<file path="config.mk">
export PLATFORM = sky130hd
export DESIGN_NAME = read_operands_mi
export DESIGN_NICKNAME = d
export VERILOG_FILES = /design/src/rtl/read_operands_mi_pkg.sv /design/src/rtl/read_operands_mi_lane_ready.sv /design/src/rtl/read_operands_mi.sv
export SDC_FILE = /design/constraint.sdc
export NUM_CORES = 1
export LEC_CHECK = 0
export CORE_AREA = 10 10 277 279
export DETAILED_ROUTE_END_ITERATION = 6
export DIE_AREA = 0 0 287 289
export GPL_ROUTABILITY_DRIVEN = 0
export GPL_TIMING_DRIVEN = 0
export PLACE_DENSITY = 0.38
export SETUP_SLACK_MARGIN = 0.15
export SYNTH_ARGS = -nofsm -noshare
export SYNTH_HDL_FRONTEND = slang
export SYNTH_SLANG_ARGS = --single-unit
</file>
<file path="constraint.sdc">
create_clock -name clk -period 14.68 [get_ports clk]
set_input_delay 2.936 -clock clk [delete_from_list [all_inputs] [get_ports clk]]
set_output_delay 2.936 -clock clk [all_outputs]
set_load 0.02 [all_outputs]
</file>
<file path="src/rtl/read_operands_mi_pkg.sv">
// rtl/read_operands_mi_pkg.sv - shared uop types and constants for the multi-issue read-operands stage
package read_operands_mi_pkg;

    localparam int ISSUE_WIDTH_MAX = 4;
    localparam int RO_XLEN         = 32;
    localparam int RO_NREG_BITS    = 5;

    typedef enum logic [3:0] {
        OP_ADD = 4'd0, OP_SUB, OP_AND, OP_OR, OP_XOR, OP_SLL, OP_SRL,
        OP_LD, OP_ST, OP_BR, OP_JAL, OP_SYS
    } opcode_t;

    typedef enum logic [2:0] {
        EXC_NONE = 3'd0, EXC_ILLEGAL, EXC_IFETCH, EXC_ALIGN, EXC_ECALL
    } exception_t;

    typedef enum logic [1:0] {MEM_NONE = 2'd0, MEM_LOAD, MEM_STORE} mem_type_t;
    typedef enum logic [1:0] {MEM_B = 2'd0, MEM_H, MEM_W, MEM_D} mem_size_t;
    typedef enum logic [1:0] {SPEC_NONE = 2'd0, SPEC_FENCE, SPEC_CSR, SPEC_ERET} spec_opcode_t;

    typedef struct packed {
        logic [31:0]             pc;
        exception_t              exc;
        opcode_t                 opcode;
        logic [RO_NREG_BITS-1:0] src1;
        logic [RO_NREG_BITS-1:0] src2;
        logic                    src2_is_imm;
        logic [RO_XLEN-1:0]      imm;
        logic [RO_NREG_BITS-1:0] dest;
        logic                    is_branch;
        logic                    br_pred_taken;
        mem_type_t               mem_type;
        mem_size_t               mem_size;
        logic                    mem_signed;
        spec_opcode_t            spec_op;
    } ro_uop_t;

    function automatic logic uop_is_store(ro_uop_t u);
        return u.mem_type == MEM_STORE;
    endfunction

    function automatic logic uop_has_exc(ro_uop_t u);
        return u.exc != EXC_NONE;
    endfunction

endpackage

</file>
<file path="src/rtl/read_operands_mi_lane_ready.sv">
// rtl/read_operands_mi_lane_ready.sv - per-lane operand readiness and intra-group RAW hazard check
module ro_lane_ready
    import read_operands_mi_pkg::*;
(
    input  logic                                          i_lane_v,
    input  logic                                          i_ex_ok,
    input  logic [RO_NREG_BITS-1:0]                       i_src1,
    input  logic [RO_NREG_BITS-1:0]                       i_src2,
    input  logic                                          i_src2_is_imm,
    input  logic                                          i_is_store,
    input  logic                                          i_has_exc,
    input  logic [1:0]                                    i_rvalid,
    input  logic [ISSUE_WIDTH_MAX-1:0]                    i_older_v,
    input  logic [ISSUE_WIDTH_MAX-1:0][RO_NREG_BITS-1:0]  i_older_dest,
    output logic                                          o_rdy
);

    logic w_use_src2;
    logic w_src1_ok;
    logic w_src2_ok;
    logic w_haz;

    // Stores read src2 as store data even when the ALU operand is the immediate.
    assign w_use_src2 = !i_src2_is_imm || i_is_store;
    assign w_src1_ok  = (i_src1 == '0) || i_rvalid[0];
    assign w_src2_ok  = !w_use_src2 || (i_src2 == '0) || i_rvalid[1];

    // i_older_v is pre-masked by the top to older, still-held lanes only.
    always_comb begin
        w_haz = 1'b0;
        for (int k = 0; k < ISSUE_WIDTH_MAX; k++) begin
            if (i_older_v[k] && (i_older_dest[k] != '0) &&
                ((i_older_dest[k] == i_src1) || (w_use_src2 && (i_older_dest[k] == i_src2))))
                w_haz = 1'b1;
        end
    end

    assign o_rdy = i_lane_v && i_ex_ok && !w_haz && (i_has_exc || (w_src1_ok && w_src2_ok));

endmodule

</file>
<file path="src/rtl/read_operands_mi.sv">
// rtl/read_operands_mi.sv - multi-issue read-operands stage, in-order partial issue; RO_PERF_CNT_EN adds ro_stall_cycles
module read_operands_mi
    import read_operands_mi_pkg::*;
#(
    parameter int ISSUE_WIDTH = 2,
    parameter int XLEN        = RO_XLEN,
    parameter int NREG_BITS   = RO_NREG_BITS
) (
    input  logic                                        clk,
    input  logic                                        reset,
    input  logic                                        flush,
    input  logic                                        id_valid,
    input  logic [ISSUE_WIDTH-1:0]                      id_lane_valid,
    input  ro_uop_t [ISSUE_WIDTH-1:0]                   id_uop,
    output logic                                        ro_allowin,
    output logic [ISSUE_WIDTH-1:0][1:0][NREG_BITS-1:0]  rf_raddr,
    input  logic [ISSUE_WIDTH-1:0][1:0]                 rf_rvalid,
    input  logic [ISSUE_WIDTH-1:0][1:0][XLEN-1:0]       rf_rdata,
    input  logic [ISSUE_WIDTH-1:0]                      ex_allowin,
    output logic [ISSUE_WIDTH-1:0]                      ro_issue,
    output ro_uop_t [ISSUE_WIDTH-1:0]                   ro_uop,
    output logic [ISSUE_WIDTH-1:0][XLEN-1:0]            ro_src1,
    output logic [ISSUE_WIDTH-1:0][XLEN-1:0]            ro_src2,
    output logic [ISSUE_WIDTH-1:0][XLEN-1:0]            ro_st_data
`ifdef RO_PERF_CNT_EN
    ,
    output logic [31:0]                                 ro_stall_cycles
`endif
);

    logic [ISSUE_WIDTH-1:0]                                        r_lane_v;
    ro_uop_t [ISSUE_WIDTH-1:0]                                     r_uop;
    logic [ISSUE_WIDTH-1:0]                                        w_ex_ok;
    logic [ISSUE_WIDTH-1:0]                                        w_rdy;
    logic [ISSUE_WIDTH-1:0][ISSUE_WIDTH_MAX-1:0]                   w_older_v;
    logic [ISSUE_WIDTH-1:0][ISSUE_WIDTH_MAX-1:0][RO_NREG_BITS-1:0] w_older_dest;
    logic                                                          w_load;

    // A non-prefix ex_allowin is reduced to its longest prefix.
    always_comb begin
        logic v_pfx;
        v_pfx   = 1'b1;
        w_ex_ok = '0;
        for (int i = 0; i < ISSUE_WIDTH; i++) begin
            v_pfx      = v_pfx && ex_allowin[i];
            w_ex_ok[i] = v_pfx;
        end
    end

    always_comb begin
        w_older_v    = '0;
        w_older_dest = '0;
        for (int i = 0; i < ISSUE_WIDTH; i++) begin
            for (int k = 0; k < ISSUE_WIDTH; k++) begin
                if (k < i) begin
                    w_older_v[i][k]    = r_lane_v[k];
                    w_older_dest[i][k] = r_uop[k].dest;
                end
            end
        end
    end

    for (genvar g = 0; g < ISSUE_WIDTH; g++) begin : g_lane
        ro_lane_ready u_ready (
            .i_lane_v      (r_lane_v[g]),
            .i_ex_ok       (w_ex_ok[g]),
            .i_src1        (r_uop[g].src1),
            .i_src2        (r_uop[g].src2),
            .i_src2_is_imm (r_uop[g].src2_is_imm),
            .i_is_store    (uop_is_store(r_uop[g])),
            .i_has_exc     (uop_has_exc(r_uop[g])),
            .i_rvalid      (rf_rvalid[g]),
            .i_older_v     (w_older_v[g]),
            .i_older_dest  (w_older_dest[g]),
            .o_rdy         (w_rdy[g])
        );
    end

    // An empty or issuing older lane lets younger lanes through; a stuck one blocks them.
    always_comb begin
        logic v_pass;
        v_pass   = 1'b1;
        ro_issue = '0;
        for (int i = 0; i < ISSUE_WIDTH; i++) begin
            ro_issue[i] = w_rdy[i] && v_pass;
            v_pass      = v_pass && (ro_issue[i] || !r_lane_v[i]);
        end
    end

    assign ro_allowin = ((r_lane_v & ~ro_issue) == '0);
    assign w_load     = ro_allowin && id_valid && !flush && !reset;

    always_ff @(posedge clk) begin
        if (reset || flush)
            r_lane_v <= '0;
        else if (ro_allowin && id_valid)
            r_lane_v <= id_lane_valid;
        else
            r_lane_v <= r_lane_v & ~ro_issue;
    end

    always_ff @(posedge clk) begin
        if (w_load)
            r_uop <= id_uop;
    end

    always_comb begin
        for (int i = 0; i < ISSUE_WIDTH; i++) begin
            rf_raddr[i][0] = NREG_BITS'(r_uop[i].src1);
            rf_raddr[i][1] = NREG_BITS'(r_uop[i].src2);
            ro_src1[i]     = (r_uop[i].src1 == '0) ? '0 : rf_rdata[i][0];
            ro_st_data[i]  = (r_uop[i].src2 == '0) ? '0 : rf_rdata[i][1];
            ro_src2[i]     = r_uop[i].src2_is_imm ? XLEN'(r_uop[i].imm) : ro_st_data[i];
        end
    end

    assign ro_uop = r_uop;

`ifdef RO_PERF_CNT_EN
    logic [31:0] r_stall_cycles;

    always_ff @(posedge clk) begin
        if (reset)
            r_stall_cycles <= '0;
        else if ((r_lane_v != '0) && (ro_issue == '0))
            r_stall_cycles <= r_stall_cycles + 32'd1;
    end

    assign ro_stall_cycles = r_stall_cycles;
`endif

endmodule

</file>
==> metrics.csv, run 1 <==
stage;metric;value;unit
run_status;status;completed;
logic_synthesis;yosysWarnings;0;
route;wl;49.18;mm
clock_network;cts_buffer_depth;2;
route;wire_per_inst;22.15;um
sta;finalMaxSlewViolations;0;
grt;grt_pass1_vias;7981;
logic_synthesis;synth_seq_cells;194;
clock_network;cts.sinks;194;
grt;antenna_found_initial;10;
route;vias;7162;
power;powerDensity;83.90;nW/um2
floorplanning;die_w;287;um
clock_network;ctsResizeCount;0;
sta;fmaxAchievable;124.8;MHz
sta;fin_crit_sh;54.57;%
sta;min_period;8.011;ns
critical_path;cp-start-kind;primary input;
floorplanning;die_y;289;um
clock_network;cts_root_buffer;clkbuf_16;
logic_synthesis;synth_flop_cell;edfxtp_1;
route;drc;0;
logic_synthesis;ys_types;41;
route;first_pass_iters;4;
clock_network;tritoncts;built;
logic_synthesis;yosysSeqAreaShare;70.88;%
logic_synthesis;synth_edf_count;192;
floorplanning;die-area;82940;um2
critical_path;cp-end-kind;output pin;
grt;grt_pass1_wl;64.94;mm
placed_design;dpl.hpwl;42.52;mm
critical_path;worstPathArrival;5.08;ns
cells_and_area;fin_area;17760;um2
sta;hold_ws;0.6815;ns
clock_network;cts_made_buffers;17;
floorplanning;start_util;11.52;%
sta;hold_viol_final;0;
logic_synthesis;synthesis.nets;818;
route;drtIter0Drc;220;
floorplanning;core;71120;um2
route;postRouteAntennaNets;0;
grt;grt_use_total;11.19;%
power;p_leak;6.188;nW
clock_network;worstSkewPairLatency;0.50;ns
critical_path;path_class;primary input to output pin;
sta;setup_viol;0;
cells_and_area;area_delta_synth_final;116.8;%
sta;clock_skew;0.02492;ns
critical_path;r2r_slack;10.76;ns
logic_synthesis;synthCells;486;
logic_synthesis;syn_area_per_cell;16.85;um2
critical_path;cp_max_fo;4;
critical_path;crit_required;11.74;ns
clock_network;clk_pin_slew;0.08;ns
sta;worst_pin_slew;0.9464;ns
placed_design;place_area;17090;um2
route;avgViaCountPerCell;3.226;
clock_network;holdBufCountCts;0;
floorplanning;ioPinCount;739;
placed_design;port_buffers;738;
clock_network;cts_setup_buffers;0;
grt;grt_max_degree;26;
clock_network;htree_num_levels;4;
sta;max-slew-margin-rel;36.91;%
logic_synthesis;async_reset_ff_share;0;%
sta;rsz0062_at_grt;no;
run;maxCapViolations;0;
power;ir_worst_vdd;0.07032;mV
grt;overflow;0;
logic_synthesis;syn_area;8190;um2
floorplanning;placementRows;98;
cells_and_area;drive_above_1_share;13.63;%
cells_and_area;final_nets;1588;
hold_path;hold_path.class;register to register;
==> routing by layer <==
layer | up-vias | track usage [%] | routed length (um)
met3 | 47 | 6.613 | 6192
met2 | 456 | 20.74 | 26230
met5 | - | 0 | 85
met1 | 3353 | 10.17 | 15870
li1 | 3292 | - | -
met4 | 14 | 3.089 | 808
==> flip-flops by register name, summed over array words and instances (netlist names) <==
name / count
r_lane_v: 2
rf_raddr: 20
ro_uop: 172
==> Yosys cell counts, types with 2 or more instances <==
library cell	count	share of area, %
dfxtp_1	2	0.49
or4_1	3	0.27
mux2_4	30	5.5
o2bb2ai_1	2	0.21
and3_1	3	0.23
nor2b_1	65	5.0
buf_6	3	0.41
and2_1	35	2.7
and2_4	30	3.2
o21ai_0	2	0.12
buf_4	23	2.1
buf_1	6	0.27
mux2_2	34	4.7
nor3_1	3	0.18
nor2_1	6	0.27
nand2b_1	2	0.15
edfxtp_1	192	70
clkbuf_1	10	0.46
nor3_2	2	0.24
xor2_1	10	1.1
nand2_1	3	0.14
==> kinds of logic (layout without fill, tap and decap cells) <==
logic type | Yosys count | count (layout) | share of synthesized area, %
mux | 64 | 64 | 10.17
flops | 194 | 194 | 70.88
other cells | 0 | 1 | 0
compound gates | 14 | 14 | 1.436
xor+xnor | 10 | 10 | 1.069
buf+inv | 44 | 827 | 3.346
simple gates | 160 | 160 | 13.09
==> placed cells by master, fill, tap and decap left out, types with 17 or more instances in the layout <==
cell type | netlist | final
and2_1 | 35 | 35
and2_4 | 30 | 30
buf_4 | 23 | 23
clkbuf_16 | 0 | 17
clkdlybuf4s50_1 | 0 | 738
edfxtp_1 | 192 | 192
mux2_2 | 34 | 34
mux2_4 | 30 | 30
nor2b_1 | 65 | 65
==> cell type report <==
class,count,area (um2)
Antenna cell,1,2.502
Buffer,42,266.5
Clock buffer,17,425.4
Clock inverter,15,235.2
Fill cell,7491,53360
Inverter,2,7.507
Multi-Input combinational cell,248,2117
Sequential cell,194,5806
Tap cell,950,1189
Timing Repair Buffer,751,7707
==> power breakdown <==
part           internal (mW)  leakage [nW]  switching (mW)
logic                  0.182          4.09           0.127
registers              0.628          1.78         0.00889
clock network          0.246         0.318           0.298
total                   1.06          6.19           0.434
==> worst paths after layout <==
kind | from | to | cells after the start
setup reg to reg | rf_raddr[8]$_DFFE_PP_ | ro_uop[1]$_DFFE_PP_ | 10
hold / removal | r_lane_v[1]$_SDFF_PP0_ | r_lane_v[1]$_SDFF_PP0_ | 2
hold reg to reg | r_lane_v[1]$_SDFF_PP0_ | r_lane_v[1]$_SDFF_PP0_ | 2
setup / recovery | rf_rvalid[1] | ro_issue[1] | 7
==> critical path, cell delays in order <==
cell and delay (ns):
clkdlybuf4s50_1 0.46, inv_1 0.05, o221a_1 0.18, o211ai_2 0.34
nand2_1 0.22, nor3_2 0.21, clkdlybuf4s50_1 0.67
==> through the flow <==
stage | utilization [%] | total power, mW | setup TNS, ns | setup WS (ns) | std cells
after detailed placement | 24.03 | 0.9644 | 0 | 6.614 | 2187
final | 24.97 | 1.490 | 0 | 6.669 | 2220
after CTS | 24.96 | 1.531 | 0 | 6.599 | 2219
after global routing | 24.97 | 1.557 | 0 | 6.544 | 2220
after global placement | 23.57 | 0.9644 | -533.54 | -2.822 | 2174
after floorplan | - | 0.7575 | 0 | 3.228 | 486
No activity file was read; power rests on OpenSTA's default activity.
==> run 2, diff against run 1 <==
--- a/config.mk
+++ b/config.mk
@@ -5,12 +5,12 @@
 export SDC_FILE = /design/constraint.sdc
 export NUM_CORES = 1
 export LEC_CHECK = 0
-export CORE_AREA = 10 10 277 279
+export CORE_AREA = 10 10 278 280
 export DETAILED_ROUTE_END_ITERATION = 6
-export DIE_AREA = 0 0 287 289
+export DIE_AREA = 0 0 288 290
 export GPL_ROUTABILITY_DRIVEN = 0
 export GPL_TIMING_DRIVEN = 0
-export PLACE_DENSITY = 0.38
+export PLACE_DENSITY = 0.39
 export SETUP_SLACK_MARGIN = 0.15
 export SYNTH_ARGS = -nofsm -noshare
 export SYNTH_HDL_FRONTEND = slang
==> constraint.sdc (replaced) <==
create_clock -name clk -period 6.69 [get_ports clk]
set_input_delay 1.338 -clock clk [delete_from_list [all_inputs] [get_ports clk]]
set_output_delay 1.338 -clock clk [all_outputs]
set_load 0.02 [all_outputs]
==> metrics.csv, run 2 (same netlist as run 1, synthesis figures left out) <==
stage;metric;value;unit;change
run_status;status;completed;;
clock_network;cts_setup_buffers;0;;unchanged
route;wire_per_inst;22.83;um;+3.1%
sta;max-slew-margin-rel;29.52;%;-7.4 points
critical_path;r2r_end;ro_uop[4]$_DFFE_PP_;;
critical_path;cp_slowest_cell;clkdlybuf4s50_1;;
grt;overflow;0;;unchanged
placed_design;pre_cts_ws;1.921;ns;-4.693 ns
critical_path;crit_family;buffers and inverters;;
placed_design;place_area;17060;um2;-0.17%
power;p_leak;6.174;nW;-0.23%
clock_network;clk_pin_slew;0.09;ns;about the same
critical_path;crit_cells;7;;unchanged
sta;finalMaxSlewViolations;0;;unchanged
critical_path;worstPathArrival;3.37;ns;-1.71 ns
floorplanning;die-area;83520;um2;+0.70%
critical_path;crit_top_cell;clkdlybuf4s50_1;;
floorplanning;die_w;288;um;+0.35%
sta;min_period;4.704;ns;
cells_and_area;fin_area;17730;um2;-0.15%
hold_path;hold_path.class;register to register;;
route;avgViaCountPerCell;3.248;;+0.69%
sta;rsz0062_at_grt;no;;
clock_network;holdBufCountCts;0;;unchanged
clock_network;cts_made_buffers;17;;unchanged
clock_network;cts_root_buffer;clkbuf_16;;
route;vias;7221;;+0.82%
cells_and_area;final_common_cell;clkdlybuf4s50_1;;
critical_path;crit_required;5.35;ns;-6.39 ns
critical_path;cp_max_fo;4;;unchanged
sta;worst_pin_slew;1.057;ns;+0.1109 ns
clock_network;htree_num_levels;4;;unchanged
critical_path;path_class;primary input to output pin;;
cells_and_area;drive_above_1_share;13.96;%;+0.33 points
floorplanning;start_util;11.48;%;-0.040 points
grt;grt_pass1_wl;67.43;mm;+3.8%
floorplanning;ioPinCount;739;;unchanged
critical_path;crit_chain;clkdlybuf4s50_1, inv_1, o221a_1, o211ai_2, nand2_2, nor3_2, clkdlybuf4s50_1;;
power;ir_worst_vdd;0.1384;mV;+97%
sta;setup_viol;0;;unchanged
placed_design;dpl.hpwl;43.72;mm;+2.8%
power;powerDensity;182.9;nW/um2;+120%
critical_path;cp-endpoint;ro_issue[1];;
critical_path;cp-start-kind;primary input;;
placed_design;port_buffers;738;;unchanged
critical_path;slowest_delay;0.68;ns;about the same
route;drtIter0Drc;237;;+7.7%
grt;grt_pass1_vias;8055;;+0.93%
critical_path;r2r_slack;2.83;ns;-7.93 ns
clock_network;cts.sinks;194;;unchanged
critical_path;worstSetupStartpoint;rf_rvalid[1];;
cells_and_area;largest_reg_flops;172;;unchanged
sta;fmaxAchievable;212.6;MHz;
sta;fin_crit_sh;70.32;%;
sta;clock_skew;0.02511;ns;+0.0001855 ns
critical_path;reg2regPathDepth;11;;+1
clock_network;ctsResizeCount;0;;unchanged
route;first_pass_iters;6;;+2
cells_and_area;utilization;24.84;%;-0.12 points
clock_network;cts_buffer_depth;2;;unchanged
critical_path;r2r-start;rf_raddr[11]$_DFFE_PP_;;
route;wl;50.76;mm;+3.2%
critical_path;cp-end-kind;output pin;;
cells_and_area;area_delta_synth_final;116.5;%;
route;postRouteAntennaNets;0;;unchanged
run;maxCapViolations;0;;unchanged
cells_and_area;mostFrequentLayoutCells;clkdlybuf4s50_1 (738), edfxtp_1 (192), nor2b_1 (65), and2_1 (35), mux2_2 (34);;
cells_and_area;final_nets;1587;;-0.063%
critical_path;crit_buf_inv;3;;unchanged
sta;hold_viol_final;0;;unchanged
route;drc;0;;unchanged
clock_network;tritoncts;built;;
clock_network;worstSkewPairLatency;0.50;ns;about the same
grt;antenna_found_initial;13;;+3
sta;layout_setup_ws;1.986;ns;-4.683 ns
floorplanning;placementRows;98;;unchanged
grt;grt_max_degree;25;;-3.8%
sta;hold_ws;0.6792;ns;-0.002290 ns
grt;grt_use_total;11.63;%;+0.44 points
floorplanning;die_y;290;um;+0.35%
floorplanning;core;71360;um2;+0.34%
run 2: where the power goes:
part	leakage [nW]	switching (mW)	internal, mW
clock network	0.315	0.632	0.533
registers	1.78	0.0212	1.38
logic	4.08	0.281	0.398
total	6.17	0.934	2.31
run 2: how the worst min path moves through the flow:
stage,startpoint,end,slack (ns),depth (start not counted)
after detailed placement,r_lane_v[1]$_SDFF_PP0_,r_lane_v[0]$_SDFF_PP0_,0.66,2
after floorplan,r_lane_v[1]$_SDFF_PP0_,r_lane_v[0]$_SDFF_PP0_,0.60,2
after global routing,r_lane_v[1]$_SDFF_PP0_,r_lane_v[0]$_SDFF_PP0_,0.72,2
after CTS,r_lane_v[1]$_SDFF_PP0_,r_lane_v[0]$_SDFF_PP0_,0.68,2
after global placement,r_lane_v[1]$_SDFF_PP0_,r_lane_v[0]$_SDFF_PP0_,0.64,2
final,r_lane_v[1]$_SDFF_PP0_,r_lane_v[0]$_SDFF_PP0_,0.68,2
run 2: per-stage QoR:
| stage | power [mW] | std cells | setup TNS (ns) |
|---|---|---|---|
| after floorplan | 1.659 | 486 | -20.00 |
| final | 3.243 | 2223 | 0 |
| after detailed placement | 2.116 | 2186 | 0 |
| after CTS | 3.322 | 2218 | 0 |
| after global routing | 3.389 | 2222 | 0 |
| after global placement | 2.112 | 2174 | -717.01 |
run 2: layout make-up:
cell class,count,area (um2)
inverters,2,7.507
plain buffers,42,269.0
multi-input cells,248,2138
well taps,950,1189
fillers,7483,53630
repair buffers,750,7655
flip-flops and latches,194,5806
clock inverters,15,227.7
diodes,5,12.51
clock buffers,17,425.4
run 2: worst reg2reg max path: cells and delay by family, from the launching register on:
family | cells | cell delay, ns
AND/OR/NAND/NOR | 3 | 1.44
buffers and inverters | 6 | 1.22
flip-flops | 1 | 0.48
AO/OA/AOI/OAI | 2 | 0.42
run 2: routing by layer:
layer	vias to the layer above	wire length, um	share of wire (%)	global-route usage, %
met2	465	26820	53	21.42
met1	3411	17190	34	11.08
met4	4	958	1.9	3.778
met3	40	5764	11	5.631
li1	3301	-	-	-
met5	-	27	0.053	0
==> run 3, diff against run 2 <==
==> constraint.sdc (replaced) <==
create_clock -name clk -period 3.9 [get_ports clk]
set_input_delay 0.78 -clock clk [delete_from_list [all_inputs] [get_ports clk]]
set_output_delay 0.78 -clock clk [all_outputs]
set_load 0.02 [all_outputs]
==> metrics.csv, run 3 (same netlist as run 1, synthesis figures left out) <==
stage;metric;value;unit;change
clock_network;worstSkewPairLatency;0.49;ns;about the same
grt;grt_pass1_vias;7901;;-1.9%
hold_path;hold_path.class;register to register;;
route;wire_per_inst;20.97;um;-8.2%
route;first_pass_iters;4;;-2
route;drtIter0Drc;220;;-7.2%
critical_path;reg2regPathDepth;11;;unchanged
critical_path;worstPathArrival;2.86;ns;-0.51 ns
hold_path;hold_depth;2;;unchanged
route;wl;46.70;mm;-8.0%
sta;clock_skew;0.02366;ns;-0.001448 ns
grt;grt_pass1_wl;63.02;mm;-6.5%
critical_path;path_class;register to output pin;;
critical_path;cp-end-kind;output pin;;
floorplanning;core;71360;um2;unchanged
power;ir_worst_vdd;0.2644;mV;+91%
clock_network;tritoncts;built;;
hold_path;worstHoldEndpoint;r_lane_v[1]$_SDFF_PP0_;;
clock_network;cts_made_buffers;17;;unchanged
floorplanning;ioPinCount;739;;unchanged
cells_and_area;fillers;7489;;+0.080%
power;p_leak;6.316;nW;+2.3%
grt;antenna_found_initial;7;;-6
sta;worst_pin_slew;0.9636;ns;-0.09368 ns
power;powerDensity;312.5;nW/um2;+71%
cells_and_area;utilization;24.95;%;+0.11 points
cells_and_area;mostFrequentLayoutCells;clkdlybuf4s50_1 (704), edfxtp_1 (192), nor2b_1 (65), and2_1 (35), mux2_2 (34);;
placed_design;dp_cells;2186;;unchanged
grt;grt_max_degree;24;;-4.0%
sta;setup_viol;0;;unchanged
clock_network;cts.sinks;194;;unchanged
grt;top_usage_layer;met2;;
cells_and_area;drive_above_1_share;15.24;%;+1.3 points
cells_and_area;multi_input_area;2148;um2;+0.47%
grt;overflow;0;;unchanged
hold_path;hold_start;r_lane_v[1]$_SDFF_PP0_;;
cells_and_area;final_cells;2227;;+0.18%
cells_and_area;largest_reg_flops;172;;unchanged
sta;rsz0062_at_grt;no;;
clock_network;clk_pin_slew;0.10;ns;about the same
sta;setup-tns-final;0;ns;unchanged
route;avgViaCountPerCell;3.220;;-0.87%
sta;min_period;3.640;ns;
grt;grt_use_total;10.67;%;-0.95 points
floorplanning;start_util;11.48;%;unchanged
cells_and_area;area_delta_synth_final;117.4;%;
run_status;status;completed;;
route;drc;0;;unchanged
critical_path;r2r_end;ro_uop[91]$_DFFE_PP_;;
critical_path;crit_required;3.12;ns;-2.23 ns
critical_path;r2r_slack;0.47;ns;-2.36 ns
run;maxCapViolations;0;;unchanged
clock_network;htree_num_levels;4;;unchanged
placed_design;port_buffers;738;;unchanged
sta;fin_crit_sh;93.33;%;
critical_path;cp-start-kind;register;;
clock_network;cts_buffer_depth;2;;unchanged
critical_path;cp_max_fo;10;;+6
grt;use_met3;5.311;%;-0.32 points
floorplanning;die_y;290;um;unchanged
route;postRouteAntennaNets;0;;unchanged
grt;grtUsageMet1;10.18;%;-0.90 points
cells_and_area;final_nets;1592;;+0.32%
floorplanning;die_w;288;um;unchanged
route;vias;7171;;-0.69%
floorplanning;placementRows;98;;unchanged
sta;hold_viol_final;0;;unchanged
placed_design;dpl.hpwl;39.89;mm;-8.8%
cells_and_area;regArea;5806;um2;unchanged
critical_path;r2r-start;rf_raddr[8]$_DFFE_PP_;;
floorplanning;die-area;83520;um2;unchanged
cells_and_area;final_common_cell;clkdlybuf4s50_1;;
clock_network;cts_root_buffer;clkbuf_16;;
sta;max-slew-margin-rel;35.76;%;+6.2 points
clock_network;holdBufCountCts;0;;unchanged
sta;fmaxAchievable;274.7;MHz;
sta;finalMaxSlewViolations;0;;unchanged
grt;met2_usage;19.69;%;-1.7 points
[run 3: where the power goes]
| part | total [mW] | internal (mW) | switching [mW] |
|---|---|---|---|
| registers | 2.40 | 2.36 | 0.0350 |
| clock network | 2.03 | 0.963 | 1.07 |
| logic | 1.14 | 0.674 | 0.464 |
[run 3: routing by layer]
| layer | share of wire [%] | wire length (um) |
|---|---|---|
| met5 | 0.13 | 59 |
| met4 | 1.5 | 718 |
| met3 | 11 | 5209 |
| met2 | 53 | 24580 |
| met1 | 35 | 16130 |
[run 3: through the flow]
stage | power, mW | hold WS (ns) | instance area [um2] | setup slack, ns
after detailed placement | 3.613 | 0.6847 | 17080 | -0.2242
after CTS | 5.723 | 0.7008 | 17780 | 0.1565
after floorplan | 2.846 | 0.5992 | 8220 | -2.715
after global placement | 3.605 | 0.6542 | 16800 | -5.888
after global routing | 5.827 | 0.7327 | 17800 | 0.1510
final | 5.564 | 0.7091 | 17800 | 0.2600
[run 3: area by class of cell]
cell class | count | share of cell area [%]
multi-input combinational | 248 | 12.07
antenna | 4 | 0.05622
tap | 950 | 6.676
buffer | 42 | 1.616
clock inverter | 15 | 1.342
timing repair buffer | 755 | 43.20
clock buffer | 17 | 2.389
inverter | 2 | 0.04216
sequential | 194 | 32.61
[run 3: how the worst max path moves through the flow]
stage / from / end / slack (ns) / cells past startpoint
after floorplan: rf_raddr[5]$_DFFE_PP_ / rf_raddr[0]$_DFFE_PP_ / -2.72 / 5
after global placement: rf_rvalid[1] / ro_uop[179]$_DFFE_PP_ / -5.89 / 6
after global routing: rf_raddr[11]$_DFFE_PP_ / ro_src1[36] / 0.15 / 5
after CTS: rf_raddr[11]$_DFFE_PP_ / ro_src1[48] / 0.16 / 5
final: rf_raddr[8]$_DFFE_PP_ / ro_src2[12] / 0.26 / 6
after detailed placement: rf_rvalid[1] / ro_uop[107]$_DFFE_PP_ / -0.22 / 12
[run 3: critical path, stage by stage, from the launching register on]
cell,delay [ns]
edfxtp_1,0.43
or4_4,0.53
or2_4,0.30
buf_6,0.16
and2_4,0.16
mux2_4,0.25
clkdlybuf4s50_1,0.54
[run 3: repair_timing]
action | in CTS | in global routing
gates cloned | 0 | 0
resized for setup | 41 | 14
pin swaps | 2 | 0
endpoints found under the hold margin | 0 | 0
buffers inserted | 5 | 0
endpoints found under the setup margin | 119 | 35
